**config.mk**
```make
export PLATFORM = sky130hd
export DESIGN_NAME = mult_arbiter
export DESIGN_NICKNAME = d
export VERILOG_FILES = /design/src/rtl/mult_arb_pkg.sv /design/src/rtl/mult_arbiter_rr_arb.sv /design/src/rtl/mult_arbiter.sv
export SDC_FILE = /design/constraint.sdc
export NUM_CORES = 1
export LEC_CHECK = 0
export ABC_AREA = 0
export ABC_CLOCK_PERIOD_IN_PS = 3950
export CAP_MARGIN = 10
export CORE_AREA = 2 2 154 156
export DETAILED_ROUTE_END_ITERATION = 6
export DIE_AREA = 0 0 156 158
export PLACE_DENSITY = 0.67
export SLEW_MARGIN = 40
export SYNTH_ARGS = -nofsm -noshare
export SYNTH_HDL_FRONTEND = slang
export SYNTH_SLANG_ARGS = --single-unit
export TNS_END_PERCENT = 20
```
**constraint.sdc**
```tcl
create_clock -name clk -period 3.95 [get_ports clk]
set_input_delay 0.79 -clock clk [delete_from_list [all_inputs] [get_ports clk]]
set_output_delay 0.79 -clock clk [all_outputs]
set_load 0.1 [all_outputs]
```
**src/rtl/mult_arb_pkg.sv**
```systemverilog
// Shared types and constants for the multiplier arbiter: FSM encoding,
// default sizing and the requester-index width helper.
package mult_arb_pkg;

   localparam int unsigned DEF_WIDTH   = 32;
   localparam int unsigned DEF_NREQ    = 4;
   localparam int unsigned DEF_TIMEOUT = 64;

   typedef enum logic [1:0] {
      IDLE  = 2'd0,
      RUN   = 2'd1,
      DRAIN = 2'd2
   } arb_state_e;

   // A single requester still needs a 1-bit index field.
   function automatic int unsigned id_w(input int unsigned n);
      return (n > 1) ? $clog2(n) : 1;
   endfunction

endpackage

```
**src/rtl/mult_arbiter_rr_arb.sv**
```systemverilog
// Combinational round-robin picker: first set request after the last grant,
// wrapping, reported both one-hot and as an index.
module rr_arb
   import mult_arb_pkg::*;
#(
   parameter int unsigned NREQ = DEF_NREQ
) (
   input  logic [NREQ-1:0]           i_req,
   input  logic [id_w(NREQ)-1:0]     i_last,
   output logic [NREQ-1:0]           o_gnt_oh,
   output logic [id_w(NREQ)-1:0]     o_gnt_idx,
   output logic                      o_any
);

   localparam int unsigned ID_W = id_w(NREQ);

   always_comb begin
      int unsigned v_idx;
      logic        v_found;
      o_gnt_oh  = '0;
      o_gnt_idx = '0;
      v_found   = 1'b0;
      v_idx     = 0;
      // Offsets 1..NREQ visit every slot once, ending on the last grant itself.
      for (int unsigned k = 1; k <= NREQ; k++) begin
         v_idx = (int'(i_last) + k) % NREQ;
         if (!v_found && i_req[v_idx]) begin
            v_found          = 1'b1;
            o_gnt_oh[v_idx]  = 1'b1;
            o_gnt_idx        = ID_W'(v_idx);
         end
      end
      o_any = v_found;
   end

endmodule

```
**src/rtl/mult_arbiter.sv**
```systemverilog
// Shares one iterative multiplier between NREQ requesters: round-robin grant,
// enable/done sequencing, tagged responses and a watchdog abort.
module mult_arbiter
   import mult_arb_pkg::*;
#(
   parameter int unsigned WIDTH   = DEF_WIDTH,
   parameter int unsigned NREQ    = DEF_NREQ,
   parameter int unsigned TIMEOUT = DEF_TIMEOUT
) (
   input  logic                    clk,
   input  logic                    rst,
   input  logic [NREQ-1:0]         req_valid,
   input  logic [NREQ*WIDTH-1:0]   req_a,
   input  logic [NREQ*WIDTH-1:0]   req_b,
   output logic [NREQ-1:0]         req_ready,
   output logic                    rsp_valid,
   output logic [id_w(NREQ)-1:0]   rsp_id,
   output logic [WIDTH-1:0]        rsp_data,
   output logic                    rsp_err,
   output logic                    busy,
   output logic [WIDTH-1:0]        mult_a,
   output logic [WIDTH-1:0]        mult_b,
   output logic                    mult_enable,
   input  logic                    mult_done,
   input  logic [WIDTH-1:0]        mult_result
);

   localparam int unsigned ID_W = id_w(NREQ);
   localparam int unsigned WD_W = $clog2(TIMEOUT);

   localparam logic [1:0] S_IDLE  = IDLE;
   localparam logic [1:0] S_RUN   = RUN;
   localparam logic [1:0] S_DRAIN = DRAIN;

   logic [1:0]       r_state;
   logic [ID_W-1:0]  r_last;
   logic [ID_W-1:0]  r_id;
   logic [WD_W-1:0]  r_wd;
   logic             r_en;
   logic [WIDTH-1:0] r_a;
   logic [WIDTH-1:0] r_b;
   logic             r_rsp_valid;
   logic             r_rsp_err;
   logic [WIDTH-1:0] r_rsp_data;
   logic [ID_W-1:0]  r_rsp_id;

   logic [NREQ-1:0]  w_gnt_oh;
   logic [ID_W-1:0]  w_gnt_idx;
   logic             w_any;

   rr_arb #(.NREQ(NREQ)) u_rr_arb (
      .i_req     (req_valid),
      .i_last    (r_last),
      .o_gnt_oh  (w_gnt_oh),
      .o_gnt_idx (w_gnt_idx),
      .o_any     (w_any)
   );

   // Gated by rst so no accept pulse can appear while reset is held.
   assign req_ready   = (rst && r_state == S_IDLE) ? w_gnt_oh : '0;
   assign busy        = (r_state != S_IDLE);
   assign mult_a      = r_a;
   assign mult_b      = r_b;
   assign mult_enable = r_en;
   assign rsp_valid   = r_rsp_valid;
   assign rsp_err     = r_rsp_err;
   assign rsp_data    = r_rsp_data;
   assign rsp_id      = r_rsp_id;

   always_ff @(posedge clk or negedge rst) begin
      if (!rst) begin
         r_state     <= S_IDLE;
         r_last      <= ID_W'(NREQ - 1);
         r_id        <= '0;
         r_wd        <= '0;
         r_en        <= 1'b0;
         r_a         <= '0;
         r_b         <= '0;
         r_rsp_valid <= 1'b0;
         r_rsp_err   <= 1'b0;
         r_rsp_data  <= '0;
         r_rsp_id    <= '0;
      end else begin
         r_rsp_valid <= 1'b0;
         case (r_state)
            S_IDLE: begin
               if (w_any) begin
                  r_a     <= req_a[int'(w_gnt_idx)*WIDTH +: WIDTH];
                  r_b     <= req_b[int'(w_gnt_idx)*WIDTH +: WIDTH];
                  r_id    <= w_gnt_idx;
                  r_last  <= w_gnt_idx;
                  r_wd    <= '0;
                  r_en    <= 1'b1;
                  r_state <= S_RUN;
               end
            end
            S_RUN: begin
               // Done is tested first so it wins over a simultaneous timeout.
               if (mult_done) begin
                  r_rsp_valid <= 1'b1;
                  r_rsp_err   <= 1'b0;
                  r_rsp_data  <= mult_result;
                  r_rsp_id    <= r_id;
                  r_en        <= 1'b0;
                  r_state     <= S_DRAIN;
               end else if (r_wd == WD_W'(TIMEOUT - 1)) begin
                  r_rsp_valid <= 1'b1;
                  r_rsp_err   <= 1'b1;
                  r_rsp_data  <= '0;
                  r_rsp_id    <= r_id;
                  r_en        <= 1'b0;
                  r_state     <= S_DRAIN;
               end else begin
                  r_wd <= r_wd + 1'b1;
               end
            end
            S_DRAIN: begin
               if (!mult_done) begin
                  r_state <= S_IDLE;
               end
            end
            default: r_state <= S_IDLE;
         endcase
      end
   end

endmodule

```
After elaboration in Yosys (flattened, before gate mapping):

Index checks and enable logic that the tools add are counted.

* output and inout port bits: 106
* input bits: 295
* logic and storage cells: 108
* register bits: 113

* add/subtract/negate cells: 5
* magnitude comparators: 8
* shift-type cells: 2
* muxes and demuxes: 51
* equal/unequal tests: 8
* bitwise gates (word level): 3
* reduce and logical (&&, ||, !) cells: 20

Operators by type and width (number)
* variable part select 128 x 8 -> 32 bit: 2
* 2-to-1 mux 32 bit: 2
* 2-to-1 mux 1 bit: 20
* 2-to-1 mux 2 bit: 10
* 2-to-1 mux 4 bit: 5
* 2-to-1 mux 6 bit: 3
* < comparator 2 x 3 -> 1 bit, second input constant: 4
* bitwise OR 4 bit: 3
* one-hot mux 6 bit (2 select lines): 1
* binary-select mux 1 bit (select 2 bit): 4
* demux 1 bit (select 2 bit): 4
* greater-or-equal comparator 2 x 1 -> 1 bit, second input constant: 4
* logical AND 1 bit: 8
* adder 6 x 1 -> 6 bit, second input constant: 1
* == test 6 bit, second input constant: 1
* inequality test 2 bit, second input constant: 3
* one-hot mux 2 bit (3 select lines): 1
* AND reduction 3 bit: 2
* nonzero test 2 bit: 3
* adder 2 x 1 -> 2 bit, second input constant: 2
* adder 2 bit, second input constant: 2
* AND reduction 2 bit: 2
* AND reduction 4 bit: 1
* logical NOT 1 bit: 3
* other kinds (6): 6

Depth between registers and ports, before layout:

Gate-level depths: netlist (run 1).

* word-level depth: 15
* gate-level depth with buffers: 12
* depth with buffers taken out: 8

Hierarchy:

Synthesis (run 1) repeated with hierarchy kept, for this count alone.

* cells, all modules: 567
* area total of the unflattened synthesis: 6383.6 µm²

By module, submodules not included
* mult_arbiter: times used 1, area an instance 5858.1 µm², seq. area each 2830.2 µm², cells an instance 499
* rr_arb: times used 1, area an instance 525.5 µm², seq. area each 0.0 µm², cells an instance 68

Worst setup path after synthesis (run 1):

OpenSTA, ideal clock, no wires.

* kind: in2out
* from: input port req_valid[1]
* to: output port req_ready[1]
* path slack: -0.022 ns
* arrival time: 3.182 ns
* required time: 3.160 ns
* buffers on the path: 2
* stages on the path: 8
* cell sequence: buf_2 -> mux4_2 -> nor2b_1 -> buf_6 -> a22oi_1 -> nor2_1 -> a221oi_1 -> nor2_1

* word-level cells in the longest chain between the ends: 13
* elaborated cells between the ends (all ways): 25
* classes of those cells: mux: 16; bitwise: 3; reduce/logical: 6

RTL lines
* start: declaration: line mult_arbiter.sv:12 `input logic [NREQ-1:0] req_valid,`
* binary-select mux 1 bit (select 2 bit): line mult_arbiter_rr_arb.sv:27 `if (!v_found && i_req[v_idx]) begin`
* 2-to-1 mux 1 bit (not written as such): line mult_arbiter_rr_arb.sv:27
* 2-to-1 mux 1 bit: line mult_arbiter_rr_arb.sv:27
* logical NOT 1 bit: line mult_arbiter_rr_arb.sv:27
* logical AND 1 bit: line mult_arbiter_rr_arb.sv:27
* 2-to-1 mux 1 bit: line mult_arbiter_rr_arb.sv:27
* logical NOT 1 bit: line mult_arbiter_rr_arb.sv:27
* logical AND 1 bit: line mult_arbiter_rr_arb.sv:27
* 2-to-1 mux 1 bit: line mult_arbiter_rr_arb.sv:27
* logical NOT 1 bit: line mult_arbiter_rr_arb.sv:27
* logical AND 1 bit: line mult_arbiter_rr_arb.sv:27
* 2-to-1 mux 4 bit *: line mult_arbiter_rr_arb.sv:27
* 2-to-1 mux 4 bit *: line mult_arbiter.sv:60 `assign req_ready = (rst && r_state == S_IDLE) ? w_gnt_oh : '0;`
* end: declaration: line mult_arbiter.sv:15 `output logic [NREQ-1:0] req_ready,`

Mark *: on every way between the ends. The rest lies on a longest branch, timed or not. The select of a mux whose other input is x is not followed.

Worst setup path after layout (run 1):

* from: input port req_valid[2]
* to: output port req_ready[0]

The elaborated chain is that of the path after synthesis.

==> tab_implementation.tex, run 1 <==
\begin{tabular}{lr}
\hline
Metric & Value \\
\hline
\multicolumn{2}{l}{\textbf{Synth}} \\
\quad Count of unique library cells instantiated by Yosys & 43 \\
\quad Count of state elements after synthesis & 113 \\
\quad Syn Area/Cell & 10.4 um2 \\
\quad Proportion of netlist area held by the largest area contributor & 41.9\% \\
\quad Post-Syn Nets & 940 \\
\quad Count of warnings emitted by yosys & 0 \\
\quad Cell types occupying the most area after synthesis & dfrtp\_1 (42\%), o211ai\_1 (11\%), mux2i\_1 (10\%) \\
\quad Asr flop ratio synth & 100\% \\
\quad Leading area contributor after synthesis & dfrtp\_1 \\
\quad Cell count after synthesis & 636 \\
\quad EDFF count, synth & 0 \\
\quad Sequential cell area fraction in the yosys report & 42.7\% \\
\quad Main flop type after synthesis & dfrtp\_1 \\
\quad Post-synth design cell area & 6630 um2 \\
\multicolumn{2}{l}{\textbf{Run}} \\
\quad Total of max-cap violations & 0 \\
\multicolumn{2}{l}{\textbf{Clock tree}} \\
\quad Number of clock buffers inserted by TritonCTS & 17 \\
\quad Clk root buf & clkbuf\_16 \\
\quad Clock buffer depth & 2 \\
\quad Level count of the clock H-tree & 4 \\
\quad Skew-Pair Late Insertion Delay & 420 ps \\
\quad Clock tree from TritonCTS & done \\
\quad TritonCTS sink count & 113 \\
\quad Reg clk slew, reported paths & 60 ps \\
\multicolumn{2}{l}{\textbf{Timing}} \\
\quad Number of hold violations in the final report & 0 \\
\quad Fraction of the cycle the final worst path needs & 94.3\% \\
\quad Slew @ Worst Pin & 673 ps \\
\quad Final number of setup-violating endpoints & 0 \\
\quad Highest clock rate & 0.269 GHz \\
\quad Post-layout min period & 3720 ps \\
\quad Final worst clock skew & 13.2 ps \\
\quad Worst slew slack as a fraction of its limit & 55.2\% \\
\quad Setup repair after global routing missed its margin & false \\
\quad Final Max Tran Viols & 0 \\
\multicolumn{2}{l}{\textbf{Routing}} \\
\quad DRC viols & 0 \\
\quad Mean number of vias per cell & 5.09 \\
\quad Routed len/inst & 20.6 um \\
\quad Initial detailed-routing violation count & 326 \\
\quad Drt first pass iters & 4 \\
\quad Aggregate routed wire length & 27200 um \\
\quad Antenna Nets Post-Route & 0 \\
\quad Via count & 6740 \\
\multicolumn{2}{l}{\textbf{Global routing}} \\
\quad Total grt overflow & 0 \\
\quad Gr usage total & 21.3\% \\
\quad Wire length of the first global-routing pass & 39800 um \\
\quad Antenna violations before repair & 3 \\
\quad Maximum number of pins on one net before global-route repair & 69 \\
\quad Number of global-route vias before repair & 6799 \\
\multicolumn{2}{l}{\textbf{Critical path}} \\
\quad Critical path arrival & 2930 ps \\
\quad Cell count of the worst reg-to-reg path & 11 \\
\quad Crit path required time & 3160 ps \\
\quad Number of cells on the critical path & 9 \\
\quad Cell family with the largest share of critical-path delay & buffers and inverters \\
\quad CP cell instances & clkdlybuf4s50\_1 > buf\_4 > or3\_1 > nor3\_1 > a31oi\_1 > o32ai\_1 > a221oi\_1 > nor2\_1 > buf\_12 \\
\quad Critical-path cell with the highest stage delay & clkdlybuf4s50\_1 \\
\quad Number of buffers and inverters on the critical path & 3 \\
\quad Maximum cell stage delay along the critical path & 450 ps \\
\quad Critical Path End Type & output pin \\
\quad Startpoint class of the critical path & input port \\
\quad Source of the worst register-to-register timing path & r\_last[1]\$\_DFFE\_PN1P\_ \\
\quad Worst setup path category & input port to output pin \\
\quad Launching element of the worst setup path & req\_valid[2] \\
\quad Highest net fanout along the worst path & 6 \\
\multicolumn{2}{l}{\textbf{Cells and area}} \\
\quad Share of final-layout standard cells stronger than drive strength 1 & 20.5\% \\
\quad Fraction of the core area covered by cells at the end of the flow & 48.2\% \\
\quad \# nets final & 1323 \\
\quad Synthesis-to-layout area growth & 67.5\% \\
\multicolumn{2}{l}{\textbf{Placement}} \\
\quad Hpwl dp & 20300 um \\
\quad Port bufs & 400 \\
\quad Global placer's final weighted congestion & 0.877 \\
\multicolumn{2}{l}{\textbf{Floorplanning}} \\
\quad IO Count & 401 \\
\quad Std cell rows & 56 \\
\quad Width of the chip & 156 um \\
\quad Floorplan die height & 158 um \\
\quad Die area & 24600 um2 \\
\quad Initial cell density of the core & 28.8\% \\
\quad Core Region & 23100 um2 \\
\multicolumn{2}{l}{\textbf{Min path}} \\
\quad Worst min path class & input port to asynchronous set/reset pin \\
\multicolumn{2}{l}{\textbf{Run status}} \\
\quad Status & finished, final reports clean \\
\hline
\end{tabular}
## Yosys cell counts (all sizes together) (4+ instances only)
master / count
a221oi: 4
a22o: 32
a22oi: 4
and2: 4
buf: 15
clkbuf: 44
dfrtp: 111
ha: 9
inv: 5
mux2: 4
mux2i: 67
nand2: 80
nand3: 4
nand3b: 62
nor2: 20
o211ai: 126
o21ai: 8
or2: 4
## kinds of logic (layout without fill, tap and decap cells)
group	Yosys count	after routing	synth area share [%]
compound gates	186	186	23.6
xor+xnor	3	3	0.396
fa+ha+maj	9	9	1.70
buf+inv	64	460	4.79
flops	113	113	42.7
mux	74	74	11.8
other cells	0	2	0
simple gates	187	187	15.0
## registers in the layout, indices dropped and copies added, names as in the netlist
signal and count:
r_last 2, mult_a 32, mult_enable 1, r_state 2, rsp_err 1, mult_b 32, rsp_data 32, rsp_id 2
r_id 2, r_wd 6, rsp_valid 1
## cells in the final DEF (no fill, tap or decap), types with 18 or more instances in the layout
| cell | synthesis | final |
|---|---|---|
| dfrtp_1 | 111 | 111 |
| nand2_1 | 80 | 79 |
| nor2_1 | 20 | 18 |
| o211ai_1 | 98 | 98 |
| mux2i_1 | 67 | 67 |
| buf_2 | 2 | 102 |
| nand3b_1 | 62 | 62 |
| clkdlybuf4s50_1 | 0 | 293 |
| a22o_1 | 32 | 32 |
| o211ai_2 | 28 | 28 |
## final cells by class
type / instances / area [um2]
Clock inverter: 15 / 151
Inverter: 5 / 18.8
Timing Repair Buffer: 423 / 3780
Tap cell: 290 / 363
Sequential cell: 113 / 2830
Clock buffer: 17 / 425
Antenna cell: 2 / 5.00
Multi-Input combinational cell: 459 / 3540
Fill cell: 2198 / 11900
## repair_timing
action | CTS | global route
endpoints found under the setup margin | 0 | 4
hold buffers | 0 | 0
gates resized for setup | 0 | 1
setup buffers | 0 | 1
## through the flow
| stage | cells | cell area (um2) | hold WS, ps | setup TNS (ps) | setup slack, ps |
|---|---|---|---|---|---|
| finish | 1324 | 11100 | 466 | 0 | 226 |
| global route | 1324 | 11100 | 494 | 0 | 32.1 |
| CTS | 1321 | 11100 | 475 | 0 | 50.4 |
| detailed placement | 1289 | 10500 | 460 | 0 | 231 |
| global placement | 1289 | 11000 | 459 | 0 | 301 |
| floorplan | 636 | 6640 | 443 | -65.5 | -21.8 |
## final timing paths
path	to	slack (ps)
min in group clk	mult_enable$_DFFE_PN0P_	470
max in group asynchronous	mult_a[12]$_DFFE_PN0P_	2980
max	req_ready[0]	230
min reg2reg	mult_enable$_DFFE_PN0P_	470
min	mult_a[28]$_DFFE_PN0P_	470
max reg2reg	mult_b[0]$_DFFE_PN0P_	520
## metal layers
metal  wire, um  global-route usage [%]
met1      10500                    24.3
met4        650                    6.95
met5          0                       0
met2      13700                    37.6
met3       2320                    7.39
Power of run 1 is left out: the tool's default activity adds up to more than one toggle a clock period on the data nets, which glitch-free logic cannot reach.
==> inputs of run 2 (changes only) <==
ABC_AREA = 1   (was 0)
CORE_AREA = 2 2 158 160   (was 2 2 154 156)
DIE_AREA = 0 0 160 162   (was 0 0 156 158)
PLACE_DENSITY = 0.69   (was 0.67)
==> tab_implementation.tex, run 2 <==
\begin{tabular}{lr}
\hline
Metric & Value \\
\hline
\multicolumn{2}{l}{\textbf{Critical path}} \\
\quad Reg-to-reg critical path endpoint & r\_wd[4]\$\_DFFE\_PN0P\_ \\
\quad Startpoint class of the critical path & flop \\
\quad CP cell instances & clkinvlp\_4 > ha\_2 > inv\_1 > nand2\_1 > nand2\_4 > nor2\_8 > nand2\_1 > o21ai\_0 > a21oi\_1 > o21ai\_0 > nand2\_1 > inv\_1 > buf\_12 \\
\quad Maximum cell stage delay along the critical path & 600 ps \\
\quad Critical-path cell with the highest stage delay & dfstp\_2 \\
\quad Highest net fanout along the worst path & 7 \\
\quad Cell count of the worst reg-to-reg path & 11 \\
\quad Critical path arrival & 2850 ps \\
\quad Source of the worst register-to-register timing path & r\_last[1]\$\_DFFE\_PN1P\_ \\
\quad Crit path required time & 3160 ps \\
\quad Worst setup path category & flop to output pin \\
\quad Cell type with the highest occurrence count on the critical path & nand2\_1 \\
\quad Critical Path End Type & output pin \\
\quad Register-to-register path setup slack & 720 ps \\
\multicolumn{2}{l}{\textbf{Timing}} \\
\quad Setup repair after global routing missed its margin & false \\
\quad Final Max Tran Viols & 0 \\
\quad Fraction of the cycle the final worst path needs & 92.2\% \\
\quad Post-layout min period & 3640 ps \\
\quad Number of hold violations in the final report & 0 \\
\quad Slew @ Worst Pin & 833 ps \\
\quad Sum of negative setup slack & 0 ps \\
\quad Final worst clock skew & 10.3 ps \\
\quad Worst slew slack as a fraction of its limit & 44.5\% \\
\quad Final number of setup-violating endpoints & 0 \\
\quad Highest clock rate & 0.275 GHz \\
\multicolumn{2}{l}{\textbf{Clock tree}} \\
\quad Reg clk slew, reported paths & 60 ps \\
\quad Level count of the clock H-tree & 4 \\
\quad Clock tree from TritonCTS & done \\
\quad Skew-Pair Late Insertion Delay & 410 ps \\
\quad Number of clock buffers inserted by TritonCTS & 17 \\
\quad Clk root buf & clkbuf\_16 \\
\quad Clock buffer depth & 2 \\
\quad TritonCTS sink count & 113 \\
\multicolumn{2}{l}{\textbf{Routing}} \\
\quad Mean number of vias per cell & 4.76 \\
\quad Routed len/inst & 15.4 um \\
\quad DRC viols & 0 \\
\quad Antenna Nets Post-Route & 0 \\
\quad Initial detailed-routing violation count & 588 \\
\quad Via count & 8965 \\
\quad Drt first pass iters & 5 \\
\quad Aggregate routed wire length & 28900 um \\
\multicolumn{2}{l}{\textbf{Synth}} \\
\quad Proportion of netlist area held by the largest area contributor & 35.5\% \\
\quad Most frequent cells after synthesis & nand2\_1 (361), inv\_1 (235), nand3\_1 (164), dfrtp\_1 (111), nand4\_1 (80) \\
\quad Post-synthesis simple-gate area fraction & 40.4\% \\
\quad EDFF count, synth & 0 \\
\quad Share of the synthesized area in compound gates (AO/OA/AOI/OAI) & 5.75\% \\
\quad Main flop type after synthesis & dfrtp\_1 \\
\quad Sequential cell area fraction in the yosys report & 36.1\% \\
\quad Multiplexer share of the synthesized area & 0\% \\
\quad Leading area contributor after synthesis & dfrtp\_1 \\
\quad Syn Area/Cell & 6.65 um2 \\
\quad Fraction of synthesized cell area in xor and xnor cells & 0.112\% \\
\quad Count of warnings emitted by yosys & 0 \\
\quad Cell count after synthesis & 1178 \\
\quad Asr flop ratio synth & 100\% \\
\quad Post-Syn Nets & 1482 \\
\quad Count of unique library cells instantiated by Yosys & 35 \\
\quad Cell types occupying the most area after synthesis & dfrtp\_1 (35\%), nand2\_1 (17\%), inv\_1 (11\%) \\
\quad Combinational family with the most area after synthesis & simple AND/OR/NAND/NOR gates \\
\quad Adder and majority gate portion of the synthesized area & 1.44\% \\
\quad Most frequently used cell type in the post-synthesis netlist & nand2\_1 \\
\quad Post-synth design cell area & 7830 um2 \\
\quad Count of state elements after synthesis & 113 \\
\multicolumn{2}{l}{\textbf{Run}} \\
\quad Total of max-cap violations & 0 \\
\multicolumn{2}{l}{\textbf{Floorplanning}} \\
\quad Floorplan die height & 162 um \\
\quad Width of the chip & 160 um \\
\quad Initial cell density of the core & 32.5\% \\
\quad Std cell rows & 57 \\
\quad Core Region & 24100 um2 \\
\quad Die area & 25900 um2 \\
\quad IO Count & 401 \\
\multicolumn{2}{l}{\textbf{Global routing}} \\
\quad Antenna violations before repair & 0 \\
\quad Wire length of the first global-routing pass & 46700 um \\
\quad Number of global-route vias before repair & 8758 \\
\quad Maximum number of pins on one net before global-route repair & 80 \\
\quad Gr usage total & 22.3\% \\
\quad Total grt overflow & 0 \\
\multicolumn{2}{l}{\textbf{Cells and area}} \\
\quad Number of inserted diodes & 0 \\
\quad Most frequent cells in the layout & nand2\_1 (360), clkdlybuf4s50\_1 (293), inv\_1 (234) \\
\quad Synthesis-to-layout area growth & 56.3\% \\
\quad Most common cell after layout, fill and taps aside & nand2\_1 \\
\quad \# nets final & 1849 \\
\quad Share of final-layout standard cells stronger than drive strength 1 & 15.0\% \\
\multicolumn{2}{l}{\textbf{Run status}} \\
\quad Status & finished, final reports clean \\
\multicolumn{2}{l}{\textbf{Min path}} \\
\quad Hold Crit Start & mult\_b[8]\$\_DFFE\_PN0P\_ \\
\quad End point of the worst hold path & mult\_b[8]\$\_DFFE\_PN0P\_ \\
\quad Worst min path class & flop to flop \\
\quad Cell depth of the worst hold path & 2 \\
\multicolumn{2}{l}{\textbf{Placement}} \\
\quad Hpwl dp & 21200 um \\
\quad Port bufs & 400 \\
\quad Global placer's final weighted congestion & 0.910 \\
\hline
\end{tabular}
[run 2: changes by cell type after synthesis, sizes merged, moves of 6 or more]
cell | before | now
nand2 | 80 | 366
nand3 | 4 | 168
mux2i | 67 | 0
o21ai | 8 | 16
buf | 15 | 39
a21oi | 2 | 8
clkbuf | 44 | 35
o211ai | 126 | 0
nand4 | 1 | 80
inv | 5 | 238
or2 | 4 | 50
nand3b | 62 | 0
[run 2: critical path: cells and delay by family (launching register included)]
family | cells | cell delay [ps]
buffers and inverters | 4 | 540
DFF | 1 | 600
adders and majority gates | 1 | 400
and+or+nand+nor | 5 | 580
AOI/OAI and AO/OA | 3 | 310
[run 2: area by class of cell]
| cell class | instances | area, um2 |
|---|---|---|
| fill | 2466 | 11900 |
| multi-input combinational | 753 | 3770 |
| timing repair buffer | 422 | 3750 |
| sequential | 113 | 2830 |
| inverter | 238 | 900 |
| clock buffer | 17 | 425 |
| tap | 324 | 405 |
| clock inverter | 15 | 161 |
[run 2: cells by family after synthesis]
group	count (synthesis)
AOI/OAI and AO/OA	62
buffers and inverters	312
DFF	113
and+or+nand+nor	681
xor gates and xnor gates	1
adders and majority gates	9
[run 2: repair_timing]
item | 4_1_cts | 5_1_grt
resized for setup | 0 | 2
hold buffers | 0 | 0
buffers inserted | 0 | 7
endpoints found under the hold margin | 0 | 0
endpoints found under the setup margin | 0 | 3
[run 2: per-stage QoR]
step | utilization [%] | std cells | area [um2] | hold WS [ps] | worst slack [ps]
after floorplan | - | 1178 | 7830 | 442 | 607
final | 50.8 | 1882 | 12200 | 472 | 307
after global routing | 50.8 | 1882 | 12200 | 489 | 35.3
after CTS | 50.5 | 1875 | 12200 | 477 | 224
after global placement | 50.1 | 1843 | 12100 | 463 | 567
after detailed placement | 48.0 | 1843 | 11600 | 460 | 527
[run 2: metal layers]
| layer | vias up | GRT usage (%) | routed length (um) | part of all wire (%) |
|---|---|---|---|---|
| li1 | 4430 | - | - | - |
| met4 | 0 | 6.88 | 762 | 2.6 |
| met2 | 364 | 38.5 | 14000 | 48 |
| met1 | 4119 | 27.8 | 12000 | 42 |
| met3 | 52 | 5.31 | 2100 | 7.3 |
| met5 | - | 0 | 0 | 0 |
[run 2: worst max-delay path by stage]
stage / start / slack (ps) / endpoint / cells after the start
after floorplan: r_last[0]$_DFFE_PN1P_ / 610 / req_ready[1] / 13
after detailed placement: req_valid[1] / 530 / r_wd[4]$_DFFE_PN0P_ / 11
final: r_last[1]$_DFFE_PN1P_ / 310 / req_ready[1] / 13
after global placement: req_valid[0] / 570 / mult_b[2]$_DFFE_PN0P_ / 12
after global routing: r_last[1]$_DFFE_PN1P_ / 40 / req_ready[1] / 13
after CTS: r_last[1]$_DFFE_PN1P_ / 220 / req_ready[1] / 13
Power of run 2 is left out for the same reason.
